## src/rtl/r5p_soc_gpio_irq.sv

```systemverilog
// GPIO controller for the r5p SoC peripheral bus. It provides atomic set/clear of the outputs, byte-enabled
// register writes, and per-pin rise/fall capture into a W1C STATUS register that drives a level irq.
module r5p_soc_gpio_irq #(
    parameter int GW = 32,
    parameter int SW = 2,
    parameter int DW = 32,
    parameter int AW = 6
) (
    input  logic            clk_i,
    input  logic            rst_ni,
    input  logic            bus_vld_i,
    input  logic            bus_wen_i,
    input  logic [AW-1:0]   bus_adr_i,
    input  logic [DW/8-1:0] bus_ben_i,
    input  logic [DW-1:0]   bus_wdt_i,
    output logic [DW-1:0]   bus_rdt_o,
    output logic            bus_rdy_o,
    output logic [GW-1:0]   gpio_o,
    output logic [GW-1:0]   gpio_e_o,
    input  logic [GW-1:0]   gpio_i,
    output logic            irq_o
);

    localparam int BW = DW / 8;
    localparam int CW = $clog2(SW + 2);
    localparam int IW = AW - 2;

    localparam logic [IW-1:0] A_OUT    = IW'(0);
    localparam logic [IW-1:0] A_OE     = IW'(1);
    localparam logic [IW-1:0] A_IN     = IW'(2);
    localparam logic [IW-1:0] A_SET    = IW'(3);
    localparam logic [IW-1:0] A_CLR    = IW'(4);
    localparam logic [IW-1:0] A_IEN    = IW'(5);
    localparam logic [IW-1:0] A_RISE   = IW'(6);
    localparam logic [IW-1:0] A_FALL   = IW'(7);
    localparam logic [IW-1:0] A_STATUS = IW'(8);

    logic [IW-1:0]         wordIdx;
    logic                  wrAcc;
    logic                  rdAcc;
    logic [DW-1:0]         beMask;
    logic [GW-1:0]         wrMask;
    logic [GW-1:0]         wrData;
    logic [GW-1:0]         w1cMask;
    logic [DW-1:0]         rdData;
    logic                  unusedBits;

    logic [SW-1:0][GW-1:0] sync_q;
    logic [GW-1:0]         prev_q;
    logic [GW-1:0]         syncVal;
    logic [GW-1:0]         riseEv;
    logic [GW-1:0]         fallEv;
    logic [GW-1:0]         capture;
    logic [CW-1:0]         guardCnt_q;
    logic                  guardDone;

    logic [GW-1:0]         out_q, out_d;
    logic [GW-1:0]         oe_q, oe_d;
    logic [GW-1:0]         ien_q, ien_d;
    logic [GW-1:0]         rise_q, rise_d;
    logic [GW-1:0]         fall_q, fall_d;
    logic [GW-1:0]         status_q, status_d;
    logic [DW-1:0]         rdt_q;

    assign bus_rdy_o = 1'b1;
    assign wordIdx   = bus_adr_i[AW-1:2];
    assign wrAcc     = bus_vld_i & bus_rdy_o & bus_wen_i;
    assign rdAcc     = bus_vld_i & bus_rdy_o & ~bus_wen_i;

    always_comb begin
        beMask = '0;
        for (int b = 0; b < BW; b++) begin
            beMask[b*8 +: 8] = {8{bus_ben_i[b]}};
        end
    end

    assign wrMask     = beMask[GW-1:0];
    assign wrData     = bus_wdt_i[GW-1:0] & wrMask;
    assign unusedBits = ^{bus_adr_i[1:0], bus_wdt_i, beMask};

    // Input synchronizer; prev_q is one cycle behind the synchronized value for edge detection.
    always_ff @(posedge clk_i or negedge rst_ni) begin
        if (!rst_ni) begin
            sync_q <= '0;
            prev_q <= '0;
        end else begin
            sync_q <= {sync_q[SW-2:0], gpio_i};
            prev_q <= sync_q[SW-1];
        end
    end

    assign syncVal = sync_q[SW-1];
    assign riseEv  = syncVal & ~prev_q;
    assign fallEv  = ~syncVal & prev_q;

    // Pins already high at reset would otherwise appear as rising edges once they reach the sync output.
    always_ff @(posedge clk_i or negedge rst_ni) begin
        if (!rst_ni) begin
            guardCnt_q <= '0;
        end else if (!guardDone) begin
            guardCnt_q <= guardCnt_q + CW'(1);
        end
    end

    assign guardDone = (guardCnt_q == CW'(SW + 1));
    assign capture   = guardDone ? ((riseEv & rise_q) | (fallEv & fall_q)) : '0;

    always_comb begin
        out_d   = out_q;
        oe_d    = oe_q;
        ien_d   = ien_q;
        rise_d  = rise_q;
        fall_d  = fall_q;
        w1cMask = '0;
        if (wrAcc) begin
            case (wordIdx)
                A_OUT:    out_d   = (out_q & ~wrMask) | wrData;
                A_OE:     oe_d    = (oe_q & ~wrMask) | wrData;
                A_SET:    out_d   = out_q | wrData;
                A_CLR:    out_d   = out_q & ~wrData;
                A_IEN:    ien_d   = (ien_q & ~wrMask) | wrData;
                A_RISE:   rise_d  = (rise_q & ~wrMask) | wrData;
                A_FALL:   fall_d  = (fall_q & ~wrMask) | wrData;
                A_STATUS: w1cMask = wrData;
                default:  ;
            endcase
        end
        // A new capture beats a simultaneous W1C on the same bit.
        status_d = (status_q & ~w1cMask) | capture;
    end

    always_comb begin
        rdData = '0;
        case (wordIdx)
            A_OUT:    rdData[GW-1:0] = out_q;
            A_OE:     rdData[GW-1:0] = oe_q;
            A_IN:     rdData[GW-1:0] = syncVal;
            A_IEN:    rdData[GW-1:0] = ien_q;
            A_RISE:   rdData[GW-1:0] = rise_q;
            A_FALL:   rdData[GW-1:0] = fall_q;
            A_STATUS: rdData[GW-1:0] = status_q;
            default:  rdData = '0;
        endcase
    end

    always_ff @(posedge clk_i or negedge rst_ni) begin
        if (!rst_ni) begin
            out_q    <= '0;
            oe_q     <= '0;
            ien_q    <= '0;
            rise_q   <= '0;
            fall_q   <= '0;
            status_q <= '0;
            rdt_q    <= '0;
        end else begin
            out_q    <= out_d;
            oe_q     <= oe_d;
            ien_q    <= ien_d;
            rise_q   <= rise_d;
            fall_q   <= fall_d;
            status_q <= status_d;
            if (rdAcc) begin
                rdt_q <= rdData;
            end
        end
    end

    assign bus_rdt_o = rdt_q;
    assign gpio_o    = out_q;
    assign gpio_e_o  = oe_q;
    assign irq_o     = |(status_q & ien_q);

endmodule

```

## config.mk

```make
export PLATFORM = sky130hd
export DESIGN_NAME = r5p_soc_gpio_irq
export DESIGN_NICKNAME = d
export VERILOG_FILES = /design/src/rtl/r5p_soc_gpio_irq.sv
export SDC_FILE = /design/constraint.sdc
export NUM_CORES = 1
export LEC_CHECK = 0
export BUFFER_PORTS_ARGS = -buffer_cell sky130_fd_sc_hd__clkbuf_2
export CAP_MARGIN = 10
export CORE_MARGIN = 1.5
export CORE_UTILIZATION = 50
export CTS_CLUSTER_SIZE = 40
export DETAILED_ROUTE_END_ITERATION = 8
export PLACE_DENSITY = 0.77
export RECOVER_POWER = 50
export SYNTH_ARGS = -nofsm -noshare
export SYNTH_HDL_FRONTEND = slang
export SYNTH_SLANG_ARGS = --single-unit
```

## constraint.sdc

```tcl
create_clock -name clk_i -period 3.23 [get_ports clk_i]
set_clock_uncertainty 0.05 [all_clocks]
set_input_delay 0.8075 -clock clk_i [delete_from_list [all_inputs] [get_ports clk_i]]
set_output_delay 0.8075 -clock clk_i [all_outputs]
set_load 0.01 [all_outputs]
```

=== Word level (Yosys, flattened, before mapping) ===
Cells that the tools add are included.

* Add/subtract/negate cells: 1
* Equal/unequal tests: 9
* Multiplexer cells: 5
* Bitwise gates (word level): 29
* Reductions and logical operators: 8

{| class="wikitable"
|+ Operator list
! kind !! number
|-
| $and A32 B32 Y32 || 13
|-
| $or A32 B32 Y32 || 8
|-
| $pmux W32 S7 || 1
|-
| $not A32 Y32 || 5
|-
| $mux W32 || 3
|-
| $pmux W32 S3 || 1
|-
| $reduce_or A32 Y1 || 1
|-
| $eq A4 B3 Y1 const B || 4
|-
| $reduce_and A2 Y1 || 5
|-
| $eq A4 B2 Y1 const B || 2
|-
| $eq A4 B1 Y1 const B || 1
|-
| $eq A4 B4 Y1 const B || 1
|-
| $logic_not A4 Y1 || 1
|-
| $reduce_bool A3 Y1 || 1
|-
| $add A2 B1 Y2 const B || 1
|-
| $and A1 B1 Y1 || 2
|-
| $eq A2 B2 Y1 const B || 1
|-
| $not A1 Y1 || 1
|}

* Register bits after elaboration: 322
* Input port bits: 78
* Output and inout bits: 98
* Logic and storage cells: 63

=== Longest topological paths before layout ===
* Word-level depth: 6
* Depth in mapped cells: 7
* Depth with buffers taken out: 4

=== Worst setup path after synthesis ===
No wires, ideal clock.

* Path kind: input to register
* Start point: in bus_adr_i[4]
* End point: reg (tool-made name)
* Library setup time: 125 ps
* Arrival: 2258 ps
* Required time: 3055 ps
* Setup slack: 797 ps
* Cell stages on the path: 7
* Path buffers: 3
* Cell sequence: buf_6 or3_1 clkbuf_1 or2_1 buf_6 nor2_8 mux2_4

{| class="wikitable"
|+ RTL lines
! element !! line !! source
|-
| start, declared || 13 || <nowiki>input logic [AW-1:0] bus_adr_i,</nowiki>
|}

=== Worst setup path after layout ===
* Start point: reg status_q[26]
* End point: out irq_o

* Cells in the longest elaborated chain, start to end: 2

{| class="wikitable"
|+ Ends and longest elaborated chain
! element !! line !! source
|-
| start, declared || 62 || <nowiki>logic [GW-1:0] status_q, status_d;</nowiki>
|-
| start signal, assigned || 161 || <nowiki>status_q <= status_d;</nowiki>
|-
| $and A32 B32 Y32 || 171 || <nowiki>assign irq_o = |(status_q & ien_q);</nowiki>
|-
| $reduce_or A32 Y1 || 171 ||
|-
| end, declared || 21 || <nowiki>output logic irq_o</nowiki>
|}

No other way between the ends.

==> impl_metrics.csv <==
group,metric,value,unit
route,drtPass1Iterations,5,
route,ant_nets,0,
grt,grt_max_degree,74,
logic_synthesis,synthFlopType,"dfrtp_1",
route,via_per_inst,6.295,
setup_path,worst_setup_path_start_kind,"register",
logic_synthesis,synth_top_area_share,59.73,%
grt,grt-ovfl-total,0,
flow_run,maxCapViolCount,1,
grt,track_usage,27.14,%
floorplan,die_area,0.02797,sq mm
cts,cts_root_buf,"clkbuf_16",
grt,grt_pass1_vias,10370,
logic_synthesis,syn_nets,1105,
setup_path,crit_arrival,2190,ps
logic_synthesis,netlist_top_cells_count,"dfrtp_1 (322), mux2_2 (122), nand2_1 (105), o21ai_0 (82), a22o_1 (63)",
logic_synthesis,avgSynthCellArea,13.15,sq um
layout,layout-drive-gt1-share,33.87,%
timing,period_share,94.26,%
setup_path,crit_required,2370,ps
cts,postCtsSetupRepairBufs,0,
setup_path,cp-startpoint,"status_q[26]",
floorplan,die_w,167.3,microns
timing,grt_setup_unrepaired,"false",
layout,fillers,2040,
layout,nets,1309,
power_and_ir_drop,peakVddDrop,0.3819,mV
grt,antenna_found_initial,4,
hold_path,holdCritPathClass,"reg -> reg",
timing,setup_viol,0,
floorplan,start_util,51.33,%
timing,finalHoldViolations,0,
placed_design,place.detailed.hpwl,25.13,mm
grt,grt_pass1_wl,58.38,mm
cts,clk_latency,520,ps
floorplan,ios,176,
timing,maxSlewViolCount,73,
hold_path,worstHoldStart,"sync_q[24]",
logic_synthesis,yosys_warnings,0,
cts,path_clk_slew,60,ps
logic_synthesis,synth_area_leaders,"dfrtp_1 (60%), mux2_2 (10%), a22o_1 (4.1%)",
logic_synthesis,synth_seq_area_share,59.73,%
setup_path,crit_type,"reg -> out",
logic_synthesis,synth_top_cell_by_area,"dfrtp_1",
route,totalWireLength,37.59,mm
cts,cts_tree,"done",
floorplan,row_count,59,
cts,cts_buffers,36,
floorplan,core-area,0.02628,sq mm
setup_path,critPathMaxFanout,3,
logic_synthesis,syn_inst,1026,
cts,clock-sinks,322,
placed_design,io_buffers,172,
logic_synthesis,yosys.cell_types.count,49,
cts,ctsHoldBuffers,0,
setup_path,reg2reg_from,"guardCnt_q[0]",
placed_design,place_congestion,0.9367,
logic_synthesis,syn_area,0.01349,sq mm
layout,area_growth,18.83,%
floorplan,die_y,167.3,microns
timing,min_period,3045,ps
status,violations,"capacitance limit, slew limit",
route,drtIter0Drc,864,
timing,max_freq,328.4,MHz
route,wl_per_cell,23.65,microns
route,vias,10000,
logic_synthesis,async_flop_share,100.0,%
timing,relSlewSlack,-22.58,%
logic_synthesis,yosys_register_bits,322,
cts,post_cts_resized,0,
cts,htree_num_levels,2,
timing,tightest_slew,1839,ps
timing,layout_setup_ws,185.4,ps
placed_design,place_ws,307.9,ps
power_and_ir_drop,power.density,636.4,mW/mm^2
logic_synthesis,synth-edff-count,0,
logic_synthesis,synth_most_common_cell,"dfrtp_1",
status,status,"finished with violations",
setup_path,endpoint_kind,"output port",
timing,setup-tns-final,0,ps
cts,ctsLongestPathBuffers,3,
power_and_ir_drop,power_leakage,7.464,nW
route,remaining_drc_errors,0,
==> final cells by class <==
| class | count | area, sq um | share of cell area (%) |
|---|---|---|---|
| antenna | 2 | 5.005 | 0.03122 |
| sequential | 322 | 8058 | 50.27 |
| multi-input combinational | 650 | 5206 | 32.48 |
| clock buffer | 55 | 1074 | 6.697 |
| inverter | 6 | 22.52 | 0.1405 |
| tap | 335 | 419.2 | 2.615 |
| clock inverter | 5 | 32.53 | 0.2030 |
| timing repair buffer | 214 | 1212 | 7.564 |
==> kinds of logic (layout without fill, tap and decap cells) <==
kind of cell	after synthesis	after routing	synth area share, %
adder cells (fa/ha/maj)	1	1	0.09274
AND/OR/NAND/NOR	183	183	7.541
AO/OA/AOI/OAI	278	278	15.17
multiplexers	185	185	15.45
flip-flops	322	322	59.73
buffers and inverters	54	280	1.846
XOR/XNOR	2	2	0.1299
other	1	3	0.02780
==> through the flow <==
stage               total power, mW  hold WS, ps  utilization, %  cell area, sq um  instances
floorplan                     5.690        281.2               -             13490       1026
global placement              6.330        284.2           56.90             14950       1527
detailed placement            6.395        284.7           56.90             14950       1527
CTS                           10.24        225.3           61.11             16060       1587
global route                  10.60        300.3           60.97             16020       1587
finish                        10.20        294.9           60.99             16030       1589
==> layer usage <==
layer	part of all wire [%]	global-route usage [%]	up-vias	routed length [microns]
li1	-	-	4303	-
met1	41	35.50	5127	15230
met2	47	43.04	474	17840
met3	7.9	6.240	95	2964
met4	4.0	13.12	4	1522
met5	0.061	0	-	23
==> cells in the final DEF, fill, tap and decap left out, drive strengths merged, types with 23 or more instances in the layout <==
cell type / n
dfrtp: 322
o22ai: 23
clkbuf: 233
buf: 36
a211oi: 27
a32o: 32
mux2i: 47
a22o: 63
mux2: 138
o21ai: 88
nand2: 105
nand3b: 35
==> where the power goes <==
group,switching (mW),internal (mW),total [mW]
logic,0.665,0.665,1.33
clock network,1.57,2.28,3.85
registers,0.475,4.54,5.02
==> final timing paths <==
| kind | to | slack [ps] | depth (start not counted) |
|---|---|---|---|
| worst max-delay path | irq_o | 190 | 4 |
| worst min-delay path | syncVal[24] | 290 | 0 |
| worst min register to register | syncVal[24] | 290 | 0 |
| worst max register to register | status_q[3] | 1560 | 3 |
| min in group asynchronous | bus_rdt_o[22] | 720 | 1 |
| max in group asynchronous | prev_q[2] | 730 | 2 |
==> critical path, cell delays in order, from the launching register on <==
cell and delay (ps):
dfrtp_1 430, a22oi_1 340, nand4_1 120, or4_1 620, clkbuf_2 170
No activity file was read; power rests on OpenSTA's default activity.
